`config.mk`:
```
export PLATFORM = sky130hd
export DESIGN_NAME = pipe_stage_reg
export DESIGN_NICKNAME = d
export VERILOG_FILES = /design/src/rtl/pipe_stage_reg.sv
export SDC_FILE = /design/constraint.sdc
export NUM_CORES = 1
export LEC_CHECK = 0
export CAP_MARGIN = 5
export CELL_PAD_IN_SITES_DETAIL_PLACEMENT = 0
export CELL_PAD_IN_SITES_GLOBAL_PLACEMENT = 2
export CORE_MARGIN = 3
export CORE_UTILIZATION = 32
export DETAILED_ROUTE_END_ITERATION = 8
export GPL_TIMING_DRIVEN = 0
export HOLD_SLACK_MARGIN = 0.1
export PLACE_DENSITY = 0.81
export REMOVE_ABC_BUFFERS = 1
export SETUP_SLACK_MARGIN = 0.3
export SLEW_MARGIN = 20
export SYNTH_ARGS = -nofsm -noshare
export SYNTH_HDL_FRONTEND = slang
export SYNTH_SLANG_ARGS = --single-unit
```
`constraint.sdc`:
```
create_clock -name clk -period 1.9 [get_ports clk]
set_input_delay 0.38 -clock clk [delete_from_list [all_inputs] [get_ports clk]]
set_output_delay 0.38 -clock clk [all_outputs]
set_load 0.02 [all_outputs]
```
`src/rtl/pipe_stage_reg.sv`:
```
// rtl/pipe_stage_reg.sv - 2-entry elastic inter-stage pipeline register
// Optional PIPE_PERF_CNT_EN adds stall_cnt/bubble_cnt outputs.
module pipe_stage_reg #(
  parameter int DATA_W = 128,
  parameter int TNEW_W = 2,
  parameter int EXC_W  = 5
) (
  input  logic              clk,
  input  logic              reset,
  input  logic              flush,
  input  logic              in_valid,
  output logic              in_ready,
  input  logic [DATA_W-1:0] in_data,
  input  logic [TNEW_W-1:0] in_tnew,
  input  logic [EXC_W-1:0]  in_exc,
  input  logic [EXC_W-1:0]  stage_exc,
  input  logic              stage_exc_vld,
  input  logic              in_bd,
  output logic              out_valid,
  input  logic              out_ready,
  output logic [DATA_W-1:0] out_data,
  output logic [TNEW_W-1:0] out_tnew,
  output logic [EXC_W-1:0]  out_exc,
  output logic              out_bd,
  output logic [1:0]        occupancy
`ifdef PIPE_PERF_CNT_EN
  ,
  output logic [31:0]       stall_cnt,
  output logic [31:0]       bubble_cnt
`endif
);

  localparam int ENT_W = DATA_W + TNEW_W + EXC_W + 1;

  typedef enum logic [1:0] {
    EMPTY = 2'd0,
    ONE   = 2'd1,
    TWO   = 2'd2
  } state_t;

  state_t             state;
  logic [ENT_W-1:0]   head;
  logic [ENT_W-1:0]   skid;
  logic [ENT_W-1:0]   capEntry;
  logic [TNEW_W-1:0]  capTnew;
  logic [EXC_W-1:0]   capExc;
  logic               inReadyReg;
  logic               accept;
  logic               drain;

  // Tnew is decremented once at capture so held entries never count down twice
  assign capTnew  = (in_tnew == '0) ? '0 : in_tnew - TNEW_W'(1);
  assign capExc   = (in_exc != '0) ? in_exc : (stage_exc_vld ? stage_exc : '0);
  assign capEntry = {in_data, capTnew, capExc, in_bd};

  assign in_ready  = inReadyReg;
  assign out_valid = (state != EMPTY);
  assign occupancy = state;
  assign accept    = in_valid & inReadyReg;
  assign drain     = out_valid & out_ready;

  // Head is zeroed whenever the stage empties, so a bubble reads as a NOP
  assign {out_data, out_tnew, out_exc, out_bd} = head;

  always_ff @(posedge clk or negedge reset) begin
    if (!reset) begin
      state      <= EMPTY;
      head       <= '0;
      skid       <= '0;
      inReadyReg <= 1'b1;
    end else if (flush) begin
      state      <= EMPTY;
      head       <= '0;
      skid       <= '0;
      inReadyReg <= 1'b1;
    end else begin
      case (state)
        EMPTY: begin
          if (accept) begin
            head  <= capEntry;
            state <= ONE;
          end
        end
        ONE: begin
          if (accept && drain) begin
            head <= capEntry;
          end else if (accept) begin
            skid       <= capEntry;
            state      <= TWO;
            inReadyReg <= 1'b0;
          end else if (drain) begin
            head  <= '0;
            state <= EMPTY;
          end
        end
        TWO: begin
          if (drain) begin
            head       <= skid;
            skid       <= '0;
            state      <= ONE;
            inReadyReg <= 1'b1;
          end
        end
        default: begin
          state      <= EMPTY;
          head       <= '0;
          skid       <= '0;
          inReadyReg <= 1'b1;
        end
      endcase
    end
  end

`ifdef PIPE_PERF_CNT_EN
  // Counters survive flush so redirect storms still show up in the stats
  always_ff @(posedge clk or negedge reset) begin
    if (!reset) begin
      stall_cnt  <= '0;
      bubble_cnt <= '0;
    end else begin
      if (out_valid && !out_ready) stall_cnt <= stall_cnt + 32'd1;
      if (!out_valid) bubble_cnt <= bubble_cnt + 32'd1;
    end
  end
`endif

endmodule
```
=== Word level (Yosys, flattened, before mapping) ===
Cells that the tools add are included.
Widths: inputs -> output; s select.

* $add $sub $neg: 1
* Multiply operators: 0
* Divide/modulo/power cells: 0
* Magnitude comparators: 0
* Equality and inequality tests: 10
* Shift-type cells: 0
* Mux-type cells: 25
* Bitwise logic cells: 2
* Reduce and logical (&&, ||, !) cells: 8

{| class="wikitable"
|+ Operators by type and width
! operator !! count
|-
| $mux 136 || 8
|-
| $pmux 136 s3 || 2
|-
| $mux 2 || 7
|-
| $ne 3x3->1 const B || 4
|-
| $ne 4x4->1 const B || 3
|-
| $reduce_and 4->1 || 3
|-
| $mux 5 || 2
|-
| $pmux 2 s3 || 1
|-
| $reduce_bool 5->1 || 1
|-
| $logic_not 2->1 || 2
|-
| $mux 1 || 4
|-
| $pmux 1 s3 || 1
|-
| $and 1x1->1 || 2
|-
| $eq 2x1->1 const B || 1
|-
| $eq 2x2->1 const B || 1
|-
| $ne 2x2->1 const B || 1
|-
| $reduce_bool 2->1 || 1
|-
| $sub 2x1->2 const B || 1
|-
| $logic_and 1x1->1 || 1
|}

* Register bits after elaboration: 275
* Latch bits: 0
* RAM bits: 0
* Bits in read-only memories: 0
* Output and inout port bits: 140
* Logic and storage cells: 50
* Memories: 0

=== Logic depth before layout (Yosys ltp) ===
* Word-level depth: 7
* Mapped depth: 8
* Gate-level depth less buffers: 4

=== Least setup slack after synthesis ===
Ideal clock, no wire load.

* Path kind: flip-flop to flip-flop
* From: reg inReadyReg (netlist: in_ready)
* To: reg skid[100]
* Library setup time: 0.121 ns
* Arrival: 1.610 ns
* Data required time: 1.779 ns
* Setup slack: 0.169 ns
* Stages on the path, launching flop included: 7
* Buffers on the path: 2
* Period minus slack after synthesis: 1.731 ns
* Cell sequence: dfstp_2 nand2_1 o21ai_1 a21oi_2 buf_2 buf_2 a22o_1

* Word-level cells in the longest chain between the ends: 4
* Elaborated cells on any way between the ends: 5
* Those cells by class: 2 x eq/ne; 1 x bitwise; 2 x reduce/logical

{| class="wikitable"
|+ Ends and longest elaborated chain
! what !! line !! RTL
|-
| from (decl) || 47 || <nowiki>logic inReadyReg;</nowiki>
|-
| from (signal assigned) || 70 || <nowiki>inReadyReg <= 1'b1;</nowiki>
|-
| from (signal assigned) || 75 || <nowiki>inReadyReg <= 1'b1;</nowiki>
|-
| from (signal assigned) || 90 || <nowiki>inReadyReg <= 1'b0;</nowiki>
|-
| $and 1x1->1 (*) || 59 || <nowiki>assign accept = in_valid & inReadyReg;</nowiki>
|-
| $logic_and 1x1->1 || 85 || <nowiki>if (accept && drain) begin</nowiki>
|-
| $ne 3x3->1 (no line) || -- ||
|-
| $reduce_and 4->1 (no line) (*) || -- ||
|-
| to (signal assigned) || 88 || <nowiki>skid <= capEntry;</nowiki>
|-
| to (decl) || 43 || <nowiki>logic [ENT_W-1:0] skid;</nowiki>
|}

Mark *: on every way between the ends. The rest lies on a longest branch, timed or not.
A chain may end at the register's enable or synchronous reset.

=== Worst setup path in the final report ===
* From: reg state[1] (netlist: occupancy[1])
* To: reg head[134]

* Word-level cells in the longest chain between the ends: 6
* Elaborated cells on any way between the ends: 14
* Those cells by class: 6 x eq/ne; 3 x mux; 1 x bitwise; 4 x reduce/logical

{| class="wikitable"
|+ Ends and longest elaborated chain
! what !! line !! RTL
|-
| from (decl) || 41 || <nowiki>state_t state;</nowiki>
|-
| from (signal assigned) || 67 || <nowiki>state <= EMPTY;</nowiki>
|-
| from (signal assigned) || 72 || <nowiki>state <= EMPTY;</nowiki>
|-
| from (signal assigned) || 81 || <nowiki>state <= ONE;</nowiki>
|-
| $reduce_bool 2->1 || 57 || <nowiki>assign out_valid = (state != EMPTY);</nowiki>
|-
| $and 1x1->1 || 60 || <nowiki>assign drain = out_valid & out_ready;</nowiki>
|-
| $logic_and 1x1->1 || 85 ||
|-
| $mux 136 || 85 ||
|-
| $pmux 136 s3 || 77 || <nowiki>case (state)</nowiki>
|-
| $mux 136 || 71 || <nowiki>end else if (flush) begin</nowiki>
|-
| to (signal assigned) || 80 || <nowiki>head <= capEntry;</nowiki>
|-
| to (signal assigned) || 86 || <nowiki>head <= capEntry;</nowiki>
|-
| to (signal assigned) || 98 || <nowiki>head <= skid;</nowiki>
|-
| to (decl) || 42 || <nowiki>logic [ENT_W-1:0] head;</nowiki>
|}

Parallel ways exist; a longest one is shown, timed or not.

==> run_results.csv <==
group,metric,value,unit
clocking,clk_path_buf_depth,3,
synthesis,async_reset_ff_share,100,%
timing,hold_violations,0,
pwr,ir_drop,0.612,mV
synthesis,ys_types,40,
worst_setup_path,r2r-end,"head[134]",
detailed_routing,wl,36.1,mm
grt,grt_pass1_wl,52.6,mm
timing,rsz0062_at_grt,"true",
synthesis,synth_edf_count,0,
synthesis,synth_ff_type,"dfrtp_1",
worst_setup_path,path_class,"reg2reg",
die,start_util,32.6,%
pwr,p_leak,10.5,nW
grt,grt_max_degree,96,
pwr,powerDensity,893,mW/mm²
synthesis,seq_area_frac_synth,64.8,%
grt,grtUsageMet3,5.50,%
grt,antenna_found_initial,0,
timing,max_freq,454,MHz
timing,tightest_slew,697,ps
clocking,clk_pin_slew,60,ps
clocking,numCtsBuffers,31,
clocking,cts_sinks,275,
grt,gr-max-usage-layer,"met2",
die,design.core.area,0.0326,mm²
final_layout,diodes,0,
placed_design,place_congestion,0.734,
clocking,cts_tree,"done",
synthesis,yosysTopAreaCell,"dfrtp_1",
grt,grt_overflow,0,
pwr,power.total,0.0157,W
synthesis,synth_top_cell_area_share,64.6,%
timing,slew_headroom,53.5,%
placed_design,place_hpwl,20.5,mm
detailed_routing,wl_per_cell,21.7,µm
die,num_io_pins,287,
timing,fin_skew,14.9,ps
synthesis,yosys-top-cells-count,"dfrtp_1 (274), a222oi_1 (129), a22o_1 (129), inv_1 (129), buf_2 (42)",
synthesis,syn_area,0.0106,mm²
synthesis,syn_area_per_cell,13.2,µm²
detailed_routing,drt-initial-drc-count,899,
detailed_routing,ant_nets,0,
final_layout,drive_gt1_share,20.1,%
timing,finalCritPeriodShare,116,%
synthesis,synth.most_common_cell,"dfrtp_1",
synthesis,yosysWarnings,0,
die,die_width,188,µm
final_layout,nNetsFinal,1347,
flow_run,maxCapViolCount,0,
clocking,insertion_delay,550,ps
worst_setup_path,r2r-start,"occupancy[1]",
die,die_area,0.0354,mm²
min_path,hp-class,"in2async",
run_status,status,"finished with violations",
worst_setup_path,crit_path_start_kind,"register",
worst_setup_path,cp.arrival,2620,ps
placed_design,port_buffers,286,
synthesis,ys_seq_elements,275,
clocking,h-tree-depth,1,
grt,grtUsageTotal,18.1,%
worst_setup_path,crit_path_end,"head[134]",
worst_setup_path,cp_max_fo,6,
worst_setup_path,cp-startpoint,"occupancy[1]",
timing,fin_crit,2200,ps
detailed_routing,vias_per_cell,5.30,
grt,grt_util_met1,25.2,%
worst_setup_path,rrSetupSlack,-300,ps
run_status,violations,"setup timing",
timing,setup_violations,179,
detailed_routing,vias,8809,
worst_setup_path,end_kind,"register",
die,rows,66,
grt,grt_use_met2,28.0,%
timing,slew_viol_final,0,
grt,grt_pass1_vias,9029,
timing,worst_slack,-301,ps
clocking,cts_root_buf,"clkbuf_16",
synthesis,synth_cells,803,
final_layout,area_delta_synth_final,65.4,%
detailed_routing,dr.pass1.iters,8,
worst_setup_path,critPathRequiredTime,2320,ps
die,die_h,188,µm
detailed_routing,remaining_drc_errors,0,
synthesis,netlist_top_cells_area,"dfrtp_1 (65%), a222oi_1 (12%), a22o_1 (11%), inv_1 (4.6%), buf_2 (2.0%)",
timing,tns,-26060,ps
worst_setup_path,r2r_cells,11,
## worst min-delay path by stage
stage	depth (start not counted)	to	startpoint	slack, ps
finish	2	head[91]	reset	440
global route	2	skid[30]	in_data[22]	440
CTS	2	occupancy[1]	out_ready	300
detailed placement	1	head[72]	reset	460
global placement	2	head[7]	head[7]	460
floorplan	0	head[0]	reset	80
## where the power goes
part / leakage, nW / internal (W) / switching, W
clock: 0.533 / 0.00411 / 0.00240
combinational: 6.22 / 0.00152 / 0.00132
sequential: 3.75 / 0.00616 / 0.000166
total: 10.5 / 0.0118 / 0.00389
## cell type report
class | count | area, µm²
Timing Repair Buffer | 438 | 5540
Tap cell | 442 | 553
Inverter | 130 | 488
Clock inverter | 11 | 235
Multi-Input combinational cell | 324 | 2990
Sequential cell | 275 | 6890
Fill cell | 2718 | 15100
Clock buffer | 43 | 871
## state kept, by name (all words and copies together), names as in the netlist
signal and flops:
head 136, in_ready 1, occupancy 2, skid 136
## repair_timing
item | in CTS | in global routing
setup buffers | 34 | 31
endpoints found under the setup margin | 404 | 398
hold endpoints to repair | 85 | 0
hold buffers | 1 | 0
pin swaps | 29 | 151
resized for setup | 141 | 184
gates cloned | 8 | 23
## critical path, cell delays in order, from the launching register on
cell and delay [ps]:
dfrtp_2 420, buf_6 130, buf_6 120, and3b_2 270
o21ai_4 80, buf_16 130, buf_16 120, buf_16 120
buf_16 140, buf_16 140, a222oi_1 300, inv_1 80
## per-stage QoR
step	utilization (%)	hold slack [ps]	worst slack, ps	instances	area, µm²
finish	53.8	435	-301	1663	17600
global route	53.8	444	-359	1663	17600
CTS	49.8	296	-262	1609	16200
detailed placement	44.5	455	-1420	1512	14500
global placement	41.9	456	-20380	1457	13700
floorplan	-	84.4	-9500	729	10200
## layer usage
layer  part of all wire [%]  up-vias  wire, µm
met5                      0        -         0
met1                     44     4495     16000
met2                     45      342     16400
met4                    1.7        0       602
li1                       -     3929         -
met3                    8.6       43      3120
## logic make-up after synthesis
kind of cell | Yosys count | share of synthesized area, %
AO/OA/AOI/OAI | 282 | 24.7
buffers and inverters | 204 | 8.13
flip-flops | 275 | 64.8
multiplexers | 1 | 0.0943
AND/OR/NAND/NOR | 41 | 2.23
## cells in the final DEF (no fill, tap or decap), types with 2 or more instances in the layout
cell	n
dfrtp_1	272
clkdlybuf4s50_1	143
a222oi_1	129
inv_1	129
a22o_1	129
dlymetal6s2s_1	119
clkbuf_16	53
buf_6	37
buf_4	37
buf_16	23
buf_2	19
buf_12	15
buf_8	14
nand2_1	11
nor2_1	11
clkbuf_1	7
bufinv_16	7
o2bb2ai_2	5
clkbuf_8	5
nor3b_1	4
o211ai_1	4
bufbuf_16	3
clkbuf_2	3
or2_4	2
nand2_4	2
o21ai_4	2
a221o_1	2
or4b_2	2
a21oi_1	2
clkinv_2	2
clkinvlp_4	2
dlygate4sd2_1	2
dfrtp_2	2
Note: power is estimated with default switching activity, not from simulation.
==> edit 1: new RTL, config.mk and constraints unchanged <==
Add a define of `PIPE_PERF_CNT_EN`.
--- a/src/rtl/pipe_stage_reg.sv
+++ b/src/rtl/pipe_stage_reg.sv
@@ -1,5 +1,7 @@
 // rtl/pipe_stage_reg.sv - 2-entry elastic inter-stage pipeline register
 // Optional PIPE_PERF_CNT_EN adds stall_cnt/bubble_cnt outputs.
+`define PIPE_PERF_CNT_EN
+
 module pipe_stage_reg #(
   parameter int DATA_W = 128,
   parameter int TNEW_W = 2,
New outputs: bubble_cnt and stall_cnt. Check against the original RTL: not settled (the Yosys comparison gave no result); the edit may change what the design does.
==> edit 1 against the unedited design <==
  * The run ends with hold timing, setup timing left
  * Clock skew grew 8.0 ps
  * Global-route usage rose by 3.2 points
  * Routed wire length increased by 52%
  * Area after synthesis grew 31%
  * Worst setup slack better by 230 ps
  * Core utilization shrank 0.26 points
  * Design area is 29% higher
  * Non-clock buffer count is 109 higher
  * Sequential cell count rose by 64
  * Clock power increased by 19%
  * First-iteration DRC count down 7.0%
  * Total power increased by 31%
  * Critical path type unchanged
  * Critical endpoint is now skid[86]
  * Largest power group is now registers
==> edit 1: results (changes against the unedited design) <==
Synth
  • Post-synthesis sequential area ratio: 61.1% (-3.7 points)
  • Synth Area in Adders: 0.180% (+0.18 points)
  • XOR/XNOR Fraction of Synth Area: 3.91% (+3.9 points)
  • Synthesized area per cell: 11.5 um2 (-13%)
  • Top post-synthesis cells by count: dfrtp_1, nand2_1, o21ai_0
  • Netlist cell types: 52 (+30%)
  • Mux cell area share after synthesis: 0.243% (+0.15 points)
  • Synth Area in Compound Gates: 21.7% (-3.0 points)
  • Largest cells by area after synthesis: dfrtp_1, a22o_1, a22oi_1, o21ai_0, nand2_1

STA
  • Setup Skew: 22.9 ps (+8.05 ps)
  • Final setup viols: 91 (-49%)
  • Final worst slack: -69.3 ps (+232 ps)
  • Worst hold margin: -143 ps (-578 ps)
  • Final hold violation count: 80 (+80)

Route
  • Routed WL: 54800 um (+52%)
  • 1st-iter DRT viols: 836 (-7.0%)
  • First-pass DRT Iterations: 5 (-3)

Place
  • RD Place Congestion: 0.807 (+10%)
  • IO Port Bufs: 350 (+22%)
  • Placed Cells: 2074 (+37%)
  • Detailed Place HPWL: 29300 um (+43%)

Run status
  • Failing checks: hold timing, setup timing
  • Status: finished with violations

Worst setup path
  • Largest stage delay, worst path: 550 ps (+130 ps)
  • Worst setup path startpoint: in_ready
  • Crit-path slowest cell: dfstp_2
  • Worst Path Arrival: 2410 ps (-210 ps)

CTS
  • TritonCTS Buffers: 41 (+32%)
  • CTS sink count: 339 (+23%)
  • H-tree lvl count: 2 (+1)

Power
  • Peak supply drop: 0.653 mV (+6.6%)
  • Cell leakage power: 10.9 nW (+3.9%)

Finish
  • Finished Layout Cells: 2314 (+39%)
  • #MultiIn Comb: 763 (+140%)
  • Inverter count: 13 (-90%)
  • Fraction of area in multi-input gates: 24.5% (+7.5 points)
  • Clock buf/inv share: 5.77% (-0.53 points)
  • Clock buffers: 58 (+35%)
  • Fill cells: 3682 (+35%)
  • Layout cell share with drive strength beyond 1: 25.4% (+5.3 points)
  • Final nets: 1854 (+38%)
  • Buffering overhead: 28.7% (-2.8 points)
  • Antenna cells: 6 (+6)
  • Nonclk buf count: 547 (+25%)

Global route
  • First-pass GRT wire length: 77100 um (+47%)
  • GRT Total Usage: 21.3% (+3.2 points)
  • Initial antenna violation count: 5 (+5)
  • Vias in the first global route: 12100 (+34%)
## edit 1: cell count changes after synthesis, sizes merged, moves of 33 or more
cell    change
a22oi     +135
clkbuf     +33
a222oi    -129
nand2     +140
xnor2      +38
inv       -117
dfrtp      +64
o21ai     +137
## edit 1: final timing paths
kind / cells past startpoint / to / slack, ps
setup / recovery: 9 / skid[86] / -70
hold / removal: 1 / stall_cnt[11] / -140
setup reg to reg: 9 / skid[86] / -70
hold reg to reg: 1 / bubble_cnt[31] / 470
max in group asynchronous: 3 / skid[132] / 770
min in group clk: 2 / skid[70] / 460
## edit 1: power by group
| group | switching [mW] | internal, mW | leakage (nW) |
|---|---|---|---|
| registers | 0.425 | 7.72 | 4.56 |
| clock network | 3.15 | 4.59 | 0.648 |
| logic | 2.38 | 2.25 | 5.70 |
## edit 1: repair_timing
item,CTS,global route
setup buffers,52,63
endpoints found under the setup margin,530,523
cloned,17,33
hold endpoints to repair,80,80
resized for setup,385,281
pin swaps,51,108
## edit 1: per-stage QoR
step                      hold WS (ps)  instance area [um2]  setup slack (ps)   TNS, ps
after floorplan                   84.4                13500             -5350  -1046230
after global placement             461                17700            -15180  -7608500
after detailed placement           436                18700             -1110   -214300
after CTS                         -159                21000             -15.4      -120
after global routing              -113                22700              -128    -11090
final                             -143                22700             -69.3     -3390
## edit 1: logic make-up after synthesis
group           after synthesis
xor+xnor                     62
flops                       339
compound gates              426
mux                           3
simple gates                266
fa+ha+maj                     2
buf+inv                     106
## edit 1: per-layer routing
| layer | GRT usage, % | routed length, um | vias up |
|---|---|---|---|
| met5 | 0 | 0 | - |
| met4 | 8.16 | 1620 | 0 |
| met3 | 5.60 | 3480 | 83 |
| met2 | 33.4 | 26600 | 370 |
| met1 | 28.3 | 23000 | 6256 |
| li1 | - | - | 5505 |
==> edit 2: new RTL, same settings <==
Made on the original files. The parameter `TNEW_W` goes from 2 to 3.
--- a/src/rtl/pipe_stage_reg.sv
+++ b/src/rtl/pipe_stage_reg.sv
@@ -2,7 +2,7 @@
 // Optional PIPE_PERF_CNT_EN adds stall_cnt/bubble_cnt outputs.
 module pipe_stage_reg #(
   parameter int DATA_W = 128,
-  parameter int TNEW_W = 2,
+  parameter int TNEW_W = 3,
   parameter int EXC_W  = 5
 ) (
   input  logic              clk,
Ports: changed (resized in_tnew and out_tnew); port bits go from 287 to 289. No check against the original RTL was run, so the function may have changed too.
==> edit 2 against the unedited design <==
  * Total power rose by 6.3%
  * Sequential cell count rose by 2
  * The run still ends with setup timing left
  * Highest routed layer is now met5
  * Core utilization grew 4.3 points
  * Design area up 12%
  * Largest power group is now registers
  * Routed wire length increased by 23%
  * Sequential share of layout area fell by 4.0 points
  * Sequential power rose by 3%
  * Worst setup slack improved by 230 ps
  * Synthesized cell count grew 3.7%
  * Critical endpoint is now skid[130]
  * Area after synthesis increased by 5.2%
==> edit 2: results (changes against the unedited design) <==
STA
  • Final setup viols: 58 (-68%)
  • Setup_tns: -1370 ps (+24690 ps)
  • Final worst slack: -76.0 ps (+225 ps)
  • Slew margin rel.: 52.1% (-1.4 points)
  • Setup Skew: 19.0 ps (+4.18 ps)
  • Worst hold margin: 319 ps (-116 ps)

Route
  • Routed WL per cell: 25.7 um (+18%)
  • Met1 WL: 18400 um (+15%)
  • 1st-iter DRT viols: 601 (-33%)
  • Drt via density: 5.67 (+7.0%)
  • DR WL met2: 21500 um (+31%)
  • Routed WL: 44400 um (+23%)
  • First-pass DRT Iterations: 5 (-3)
  • Met3 WL: 3160 um (+1.3%)
  • Top routing layer in use: met5

Synth
  • Synthesized area per cell: 13.4 um2 (+1.5%)
  • XOR/XNOR Fraction of Synth Area: 0.0784% (+0.078 points)
  • Top post-synthesis cells by count: dfrtp_1, o2bb2ai_1, a22o_1, a22oi_1, buf_2
  • Largest cells by area after synthesis: dfrtp_1, o2bb2ai_1, a22o_1, a22oi_1, buf_2
  • Post-synthesis sequential area ratio: 62.0% (-2.8 points)
  • Netlist cell types: 35 (-13%)
  • Share of the synthesized area in the top cell type: 61.8% (-2.8 points)
  • Mux cell area share after synthesis: 0% (-0.094 points)
  • Synth Area in Compound Gates: 31.4% (+6.7 points)
  • Synth Area in Adders: 0.224% (+0.22 points)

CTS
  • H-tree lvl count: 1 (unchanged)
  • Worst-case clock buffer depth: 3 (unchanged)

Place
  • Placed Cells: 1518 (+0.40%)
  • Dpl cell area: 15100 um2 (+3.8%)
  • IO Port Bufs: 288 (+0.70%)
  • RD Place Congestion: 0.677 (-7.7%)
  • Setup WS pre-CTS: -1060 ps (+360 ps)
  • Detailed Place HPWL: 21800 um (+6.2%)

Worst setup path
  • CP endpoint: skid[130]
  • Worst setup path startpoint: in_ready
  • Largest stage delay, worst path: 560 ps (+140 ps)
  • R2R depth: 9 (-2)
  • Worst Path Arrival: 2410 ps (-210 ps)
  • CP Max Fanout: 7 (+1)
  • Crit-path slowest cell: dfstp_2

Run status
  • Status: finished with violations
  • Failing checks: setup timing

Global route
  • First-pass GRT wire length: 61100 um (+16%)
  • Vias in the first global route: 9848 (+9.1%)
  • Largest net degree at the start of global routing: 93 (-3.1%)
  • Grt met2 use: 33.6% (+5.6 points)
  • M1 GR Usage: 28.8% (+3.6 points)
  • Initial antenna violation count: 2 (+2)
  • GRT Total Usage: 21.2% (+3.1 points)
  • GRT met3 Usage: 5.67% (+0.17 points)

Power
  • Cell leakage power: 9.71 nW (-7.5%)
  • Peak supply drop: 0.694 mV (+13%)

Finish
  • Design Area, Final: 19700 um2 (+12%)
  • Layout cell share with drive strength beyond 1: 37.4% (+17 points)
  • Fill cells: 2658 (-2.2%)
  • Final nets: 1404 (+4.2%)
  • Antenna cells: 0 (unchanged)
[edit 2: power by group]
| part | internal, mW | total (mW) | switching, mW |
|---|---|---|---|
| clock | 3.60 | 6.05 | 2.45 |
| sequential | 6.23 | 6.48 | 0.259 |
| combinational | 2.11 | 4.14 | 2.04 |
| total | 11.9 | 16.7 | 4.74 |
[edit 2: repair_timing]
action | 4_1_cts | 5_1_grt
pin swaps | 20 | 132
hold buffers | 1 | 0
endpoints found under the hold margin | 46 | 0
buffers inserted | 81 | 23
cloned | 28 | 18
gates resized for setup | 300 | 358
endpoints found under the setup margin | 417 | 375
[edit 2: layout make-up]
class / count / area share [%]
Inverter: 7 / 0.133
Timing Repair Buffer: 478 / 30.7
Tap cell: 448 / 2.84
Clock buffer: 46 / 4.67
Sequential cell: 277 / 35.2
Multi-Input combinational cell: 459 / 26.0
Clock inverter: 10 / 0.526
